<file path="src/rtl/pc_sequencer_pkg.sv">
// rtl/pc_sequencer_pkg.sv - shared widths, opcode and state encoding for the fetch sequencer
package pc_sequencer_pkg;

    localparam int PCS_WORD  = 64;
    localparam int INSTR_LEN = 32;

    localparam logic [5:0] OP_B = 6'b000101;

    typedef enum logic [1:0] {
        PCS_IDLE  = 2'd0,
        PCS_FETCH = 2'd1,
        PCS_HOLD  = 2'd2
    } pcs_state_t;

endpackage

</file>
<file path="src/rtl/pcs_br_offset.sv">
// rtl/pcs_br_offset.sv - imm26 to sign-extended byte offset for unconditional B
module pcs_br_offset #(
    parameter int WORD = 64
) (
    input  logic [25:0]     imm26,
    output logic [WORD-1:0] offset
);

    assign offset = {{(WORD-28){imm26[25]}}, imm26, 2'b00};

endmodule

</file>
<file path="src/rtl/pc_sequencer.sv">
// rtl/pc_sequencer.sv - LEGv8 fetch sequencer: PC, one-at-a-time imem requests, fetch buffer, redirects
// Optional early redirect on unconditional B under PC_SEQ_STATIC_BRANCH_EN.
module pc_sequencer
    import pc_sequencer_pkg::*;
#(
    parameter int              WORD     = PCS_WORD,
    parameter logic [WORD-1:0] RESET_PC = '0
) (
    input  logic                 clk,
    input  logic                 rst_n,
    output logic                 imem_req,
    output logic [WORD-1:0]      imem_addr,
    input  logic                 imem_ack,
    input  logic [INSTR_LEN-1:0] imem_rdata,
    output logic                 if_valid,
    output logic [INSTR_LEN-1:0] if_instr,
    output logic [WORD-1:0]      if_pc,
    input  logic                 id_ready,
    input  logic                 br_taken,
    input  logic [WORD-1:0]      br_target
);

    pcs_state_t           state, state_n;
    logic [WORD-1:0]      pc, pc_n, addr_n, seq_pc;
    logic                 drop, drop_n, valid_n;
    logic [INSTR_LEN-1:0] instr_n;
    logic [WORD-1:0]      ifpc_n;

`ifdef PC_SEQ_STATIC_BRANCH_EN
    logic [WORD-1:0] br_offset;

    pcs_br_offset #(.WORD(WORD)) u_br_offset (
        .imm26  (imem_rdata[25:0]),
        .offset (br_offset)
    );

    assign seq_pc = (imem_rdata[31:26] == OP_B) ? imem_addr + br_offset
                                                : imem_addr + {{(WORD-3){1'b0}}, 3'd4};
`else
    assign seq_pc = imem_addr + {{(WORD-3){1'b0}}, 3'd4};
`endif

    assign imem_req = (state == PCS_FETCH);

    always_ff @(posedge clk or negedge rst_n) begin
        if (!rst_n) state <= PCS_IDLE;
        else        state <= state_n;
    end

    always_comb begin
        state_n = state;
        pc_n    = pc;
        drop_n  = drop;
        valid_n = if_valid;
        instr_n = if_instr;
        ifpc_n  = if_pc;
        case (state)
            PCS_IDLE: state_n = PCS_FETCH;
            PCS_FETCH: begin
                if (imem_ack) begin
                    if (drop) begin
                        drop_n = 1'b0;
                    end else begin
                        valid_n = 1'b1;
                        instr_n = imem_rdata;
                        ifpc_n  = imem_addr;
                        pc_n    = seq_pc;
                        state_n = PCS_HOLD;
                    end
                end
            end
            PCS_HOLD: begin
                if (id_ready) begin
                    valid_n = 1'b0;
                    state_n = PCS_FETCH;
                end
            end
            default: state_n = PCS_IDLE;
        endcase
        // A redirect overrides everything; an in-flight request must still complete, so mark it stale.
        if (br_taken) begin
            pc_n    = {br_target[WORD-1:2], 2'b00};
            valid_n = 1'b0;
            instr_n = if_instr;
            ifpc_n  = if_pc;
            state_n = PCS_FETCH;
            if (state == PCS_FETCH) drop_n = !imem_ack;
        end
        addr_n = drop_n ? imem_addr : pc_n;
    end

    always_ff @(posedge clk or negedge rst_n) begin
        if (!rst_n) begin
            pc        <= RESET_PC;
            imem_addr <= RESET_PC;
            drop      <= 1'b0;
            if_valid  <= 1'b0;
            if_instr  <= '0;
            if_pc     <= '0;
        end else begin
            pc        <= pc_n;
            imem_addr <= addr_n;
            drop      <= drop_n;
            if_valid  <= valid_n;
            if_instr  <= instr_n;
            if_pc     <= ifpc_n;
        end
    end

endmodule

</file>
<file path="config.mk">
export PLATFORM = sky130hd
export DESIGN_NAME = pc_sequencer
export DESIGN_NICKNAME = d
export VERILOG_FILES = /design/src/rtl/pc_sequencer_pkg.sv /design/src/rtl/pcs_br_offset.sv /design/src/rtl/pc_sequencer.sv
export SDC_FILE = /design/constraint.sdc
export NUM_CORES = 1
export LEC_CHECK = 0
export ABC_AREA = 1
export CORE_ASPECT_RATIO = 0.6
export CORE_MARGIN = 2
export CORE_UTILIZATION = 30
export DETAILED_ROUTE_END_ITERATION = 8
export REMOVE_ABC_BUFFERS = 1
export SETUP_SLACK_MARGIN = 0.3
export SLEW_MARGIN = 20
export SYNTH_ARGS = -nofsm -noshare
export SYNTH_HDL_FRONTEND = slang
export SYNTH_SLANG_ARGS = --single-unit
</file>
<file path="constraint.sdc">
create_clock -name clk -period 2.2 [get_ports clk]
set_input_delay 0.22 -clock clk [delete_from_list [all_inputs] [get_ports clk]]
set_output_delay 0.22 -clock clk [all_outputs]
set_load 0.005 [all_outputs]
</file>
# Word level (Yosys, flattened, before mapping)
# Cells that the tools add are included.
# classes
div	0
mux	18
eq_ne	5
reduce_logical	6
add_sub_neg	1
multipliers	0
n_lt_le_gt_ge	0
n_shift	0
n_bitwise	2
# op_table
op	n
$mux 64	4
$add 64x3->64 const B	1
$mux 1	8
$mux 2	4
$reduce_and 4->1	2
$ne 3x3->1 const B	2
$pmux 2 s3	1
$ne 3x1->1 const B	1
$reduce_and 3->1	1
$reduce_bool 3->1	1
$eq 2x1->1 const B	1
$eq 2x2->1 const B	1
$logic_not 2->1	1
$not 1->1	2
$pmux 1 s2	1
$logic_not 1->1	1
# totals
word_cells	39
regBits	228
memories	0
input_bits	101
latchBits	0
mem_bits_rw	0
out_inout_bits	162
mem_bits_ro	0

# Longest topological paths before layout
# depth
word_depth	5
depth_mapped	12
mapped_depth_nobuf	12

# Worst setup path before layout
# No wires, ideal clock.
# synth_path
kind	register to register
start	register imem_addr[3]
end	register imem_addr[46]
path_buffers	0
stages_incl_launch_ff	13
required_time_ns	2.083
t_arrival_ns	1.611
setup_time_ns	0.117
setup_slack_ns	0.472
synth_period_minus_slack_ns	1.728
cell_sequence	dfrtp_1 -> ha_1 -> inv_1 -> nor2_1 -> nand2_4 -> nor2_8 -> nand2_4 -> inv_2 -> nand3_1 -> nand2_1 -> nand3_2 -> nand2_1 -> nand2_1
# synth_via
elab_chain_len	5
# synth_lines
element	line_no	text
from (decl)	pc_sequencer.sv:12	output logic [WORD-1:0] imem_addr,
from (signal assigned)	pc_sequencer.sv:102	imem_addr <= addr_n;
$add 64x3->64	pc_sequencer.sv:40	assign seq_pc = imem_addr + {{(WORD-3){1'b0}}, 3'd4};
$mux 64	pc_sequencer.sv:61	if (drop) begin
$mux 64	pc_sequencer.sv:60	if (imem_ack) begin
$mux 64	pc_sequencer.sv:57	case (state)
$mux 64	pc_sequencer.sv:81	if (br_taken) begin
via pc_n[46]	pc_sequencer.sv:24	logic [WORD-1:0] pc, pc_n, addr_n, seq_pc;
# The timed path passes the listed nets, and every way through them passes these cells.
# A chain may end at the register's enable or synchronous reset.

# Worst setup path in the final report
# layout_path
start	register imem_addr[35]
end	output port imem_addr[35]
# No word-level cell between the ends.

==> flow_metrics.py <==
metrics = {
    "die": {
        "die_w_um": 251,
        "die_h_um": 152,
        "num_io_pins": 263,
        "core-area_sq_um": 36100,
        "row_count": 54,
        "start_util": 0.303,
        "fp.dieArea_sq_um": 38100,
    },
    "sta": {
        "finClkSkew_ps": 15.1,
        "fin_crit_sh": 0.845,
        "worstMarginPinSlew_ps": 530,
        "fin_crit_ps": 1860,
        "slew_headroom": 0.646,
        "clock.fmax_mhz": 538,
        "finalHoldViolCount": 0,
        "timing.final.ws_setup_ps": 340,
        "rsz0062_at_grt": "yes",
        "timing.hold.ws_ps": 138,
        "maxSlewViolCount": 0,
        "setup_violations": 0,
    },
    "clocking": {
        "cts-htree-levels": 1,
        "clkSinkCount": 228,
        "clock_path_buffers": 3,
        "cts-root-buf": "clkbuf_16",
        "cts_tree": "yes",
        "numCtsBuffers": 25,
        "cts.reportedPaths.clkPinSlew_ps": 60,
        "clock_latency_ps": 540,
    },
    "yosys": {
        "yosys_warnings": 0,
        "ys.flop_type": "dfrtp_1",
        "synth.distinct_cells": 35,
        "synth-async-reset-ratio": 1.00,
        "synth_area_per_cell_sq_um": 7.88,
        "yosysSeqAreaShare": 0.520,
        "ys_seq_elements": 228,
        "syn_area_sq_um": 11000,
        "synth_edf_count": 0,
        "synthCells": 1392,
    },
    "routing": {
        "wl_mm": 40.3,
        "drcViolationCount": 0,
        "drt-wirelength-per-cell_um": 18.1,
        "firstDrtPassIters": 5,
        "initialDrtViolationCount": 986,
        "postRouteAntennaNets": 0,
        "viasPerCell": 4.79,
        "via_count": 10671,
    },
    "outcome": {
        "status": "finished clean",
    },
    "critical_path": {
        "max_stage_delay_ps": 650,
        "r2r_slack_ps": 390,
        "timing_worst_setup_path_type": "flop to primary output",
        "required_ps": 1980,
        "crit_fanout": 6,
        "cp-start-kind": "flop",
        "slowest_stage": "clkdlybuf4s50_1",
        "crit_family": "buffers and inverters",
        "crit_path_cell_trace": "clkdlybuf4s50_1",
        "path_buf_inv": 1,
        "arrival_ps": 1640,
        "cp-end-kind": "primary output",
    },
    "final_layout": {
        "area_delta_synth_final_pct": 45.4,
        "mostFrequentLayoutCell": "nand2_1",
        "finalNonFillerCells": 2228,
        "stdcell_area_sq_um": 15900,
        "final_cell_mix": "582 x nand2_1, 255 x clkdlybuf4s50_1, 200 x dfrtp_1",
        "multi_input_area_sq_um": 4850,
        "area.sequential_sq_um": 5740,
        "drive_above_1_share": 0.159,
        "fill_cells": 3589,
        "nets": 1837,
    },
    "grt": {
        "grt_usage": 0.210,
        "antenna_found_initial": 3,
        "first_global_vias": 10424,
        "grt_max_degree": 88,
        "gr-total-overflow": 0,
        "grt_first_pass_wirelength_mm": 62.6,
    },
    "power_and_ir_drop": {
        "p_per_area_nw_per_um2": 1050,
        "peakVddDrop_uv": 520,
        "power_mw": 16.8,
        "p_leak_nw": 7.55,
    },
    "min_path": {
        "hold_path.class": "primary input to flop",
    },
    "placed_design": {
        "io_buffers": 260,
        "pre_cts_ws_ps": 31.0,
        "dpl.hpwl_mm": 29.1,
        "place_area_sq_um": 14700,
        "placedCellCount": 2164,
        "place.gp.congestion": 0.914,
    },
    "flow_run": {
        "drv_cap": 0,
    },
}
[kinds of logic (layout without fill, tap and decap cells)]
family / count (synthesis) / in the layout / share of synthesized area
adder cells (fa/ha/maj): 1 / 1 / 0.00114
buffers and inverters: 144 / 503 / 0.0523
AND/OR/NAND/NOR: 903 / 903 / 0.360
flip-flops: 228 / 228 / 0.520
other: 0 / 1 / 0
AO/OA/AOI/OAI: 111 / 111 / 0.0621
XOR/XNOR: 5 / 5 / 0.00399
[layer usage]
metal | routed length [um] | vias up | GRT usage
met5 | 23 | - | 0
met3 | 3560 | 59 | 0.0658
li1 | - | 5127 | -
met1 | 19200 | 5137 | 0.310
met4 | 710 | 4 | 0.0405
met2 | 16800 | 344 | 0.301
[path summary, 6_finish.rpt]
check / to / cells after the start / startpoint
setup / recovery: imem_addr[35] / 1 / imem_addr[35]$_DFFE_PN0N_
setup reg to reg: imem_addr[27]$_DFFE_PN0N_ / 12 / state[1]$_DFFE_PN0P_
hold / removal: state[1]$_DFFE_PN0P_ / 4 / br_taken
hold reg to reg: if_instr[22]$_DFFE_PN0P_ / 2 / if_instr[22]$_DFFE_PN0P_
max in group asynchronous: imem_addr[4]$_DFFE_PN0N_ / 3 / rst_n
min in group asynchronous: state[1]$_DFFE_PN0P_ / 2 / rst_n
[stage by stage]
stage / setup TNS (ps) / util
after floorplan: -248870 / -
after global placement: 0 / 0.408
after detailed placement: 0 / 0.408
after CTS: 0 / 0.431
after global routing: 0 / 0.441
final: 0 / 0.441
[Yosys cell counts, types with 4 or more instances]
library cell  count  area, sq um
nand2_1         591         2220
dfrtp_1         228         5710
nor2_1          129          484
nand3_1          81          405
inv_1            75          282
o21ai_0          43          215
nand4_1          32          200
a22oi_1          31          233
clkbuf_1         28          105
buf_2            20          100
nand3_2          16          160
nor2_4           14          158
o21bai_1         13         97.6
inv_2            11         41.3
o21ai_1          11         55.1
nand2_2           8         50.1
nand3b_1          8         60.1
nor2_2            6         37.5
nor3_1            6         30.0
a21oi_1           5         25.0
a31oi_1           4         25.0
buf_1             4         15.0
clkinv_1          4         15.0
[registers in the layout (all words and copies together), names as in the netlist]
| signal | count |
|---|---|
| imem_addr | 64 |
| drop | 1 |
| pc | 64 |
| if_valid | 1 |
| if_pc | 64 |
| if_instr | 32 |
| state | 2 |
[where the power goes]
group	leakage (nW)	internal (mW)	switching, mW	total, mW
clock network	0.373	2.37	1.77	4.14
logic	4.36	3.20	2.65	5.85
registers	2.82	5.58	1.20	6.78
[area by class of cell]
type | count | share of cell area
clock inverter | 4 | 0.00314
sequential | 228 | 0.360
inverter | 90 | 0.0217
antenna | 1 | 0.000157
clock buffer | 39 | 0.0457
timing repair buffer | 370 | 0.228
multi-input combinational | 1020 | 0.304
tap | 476 | 0.0374
[what timing repair did]
action                                  4_1_cts  5_1_grt
gates resized for setup                      15       76
cloned                                        0        1
hold endpoints to repair                     56        0
endpoints found under the setup margin       35       76
hold buffers                                  1        0
buffers inserted                              2       16
pin swaps                                     1       18
Power figures use the tool's default switching activity.
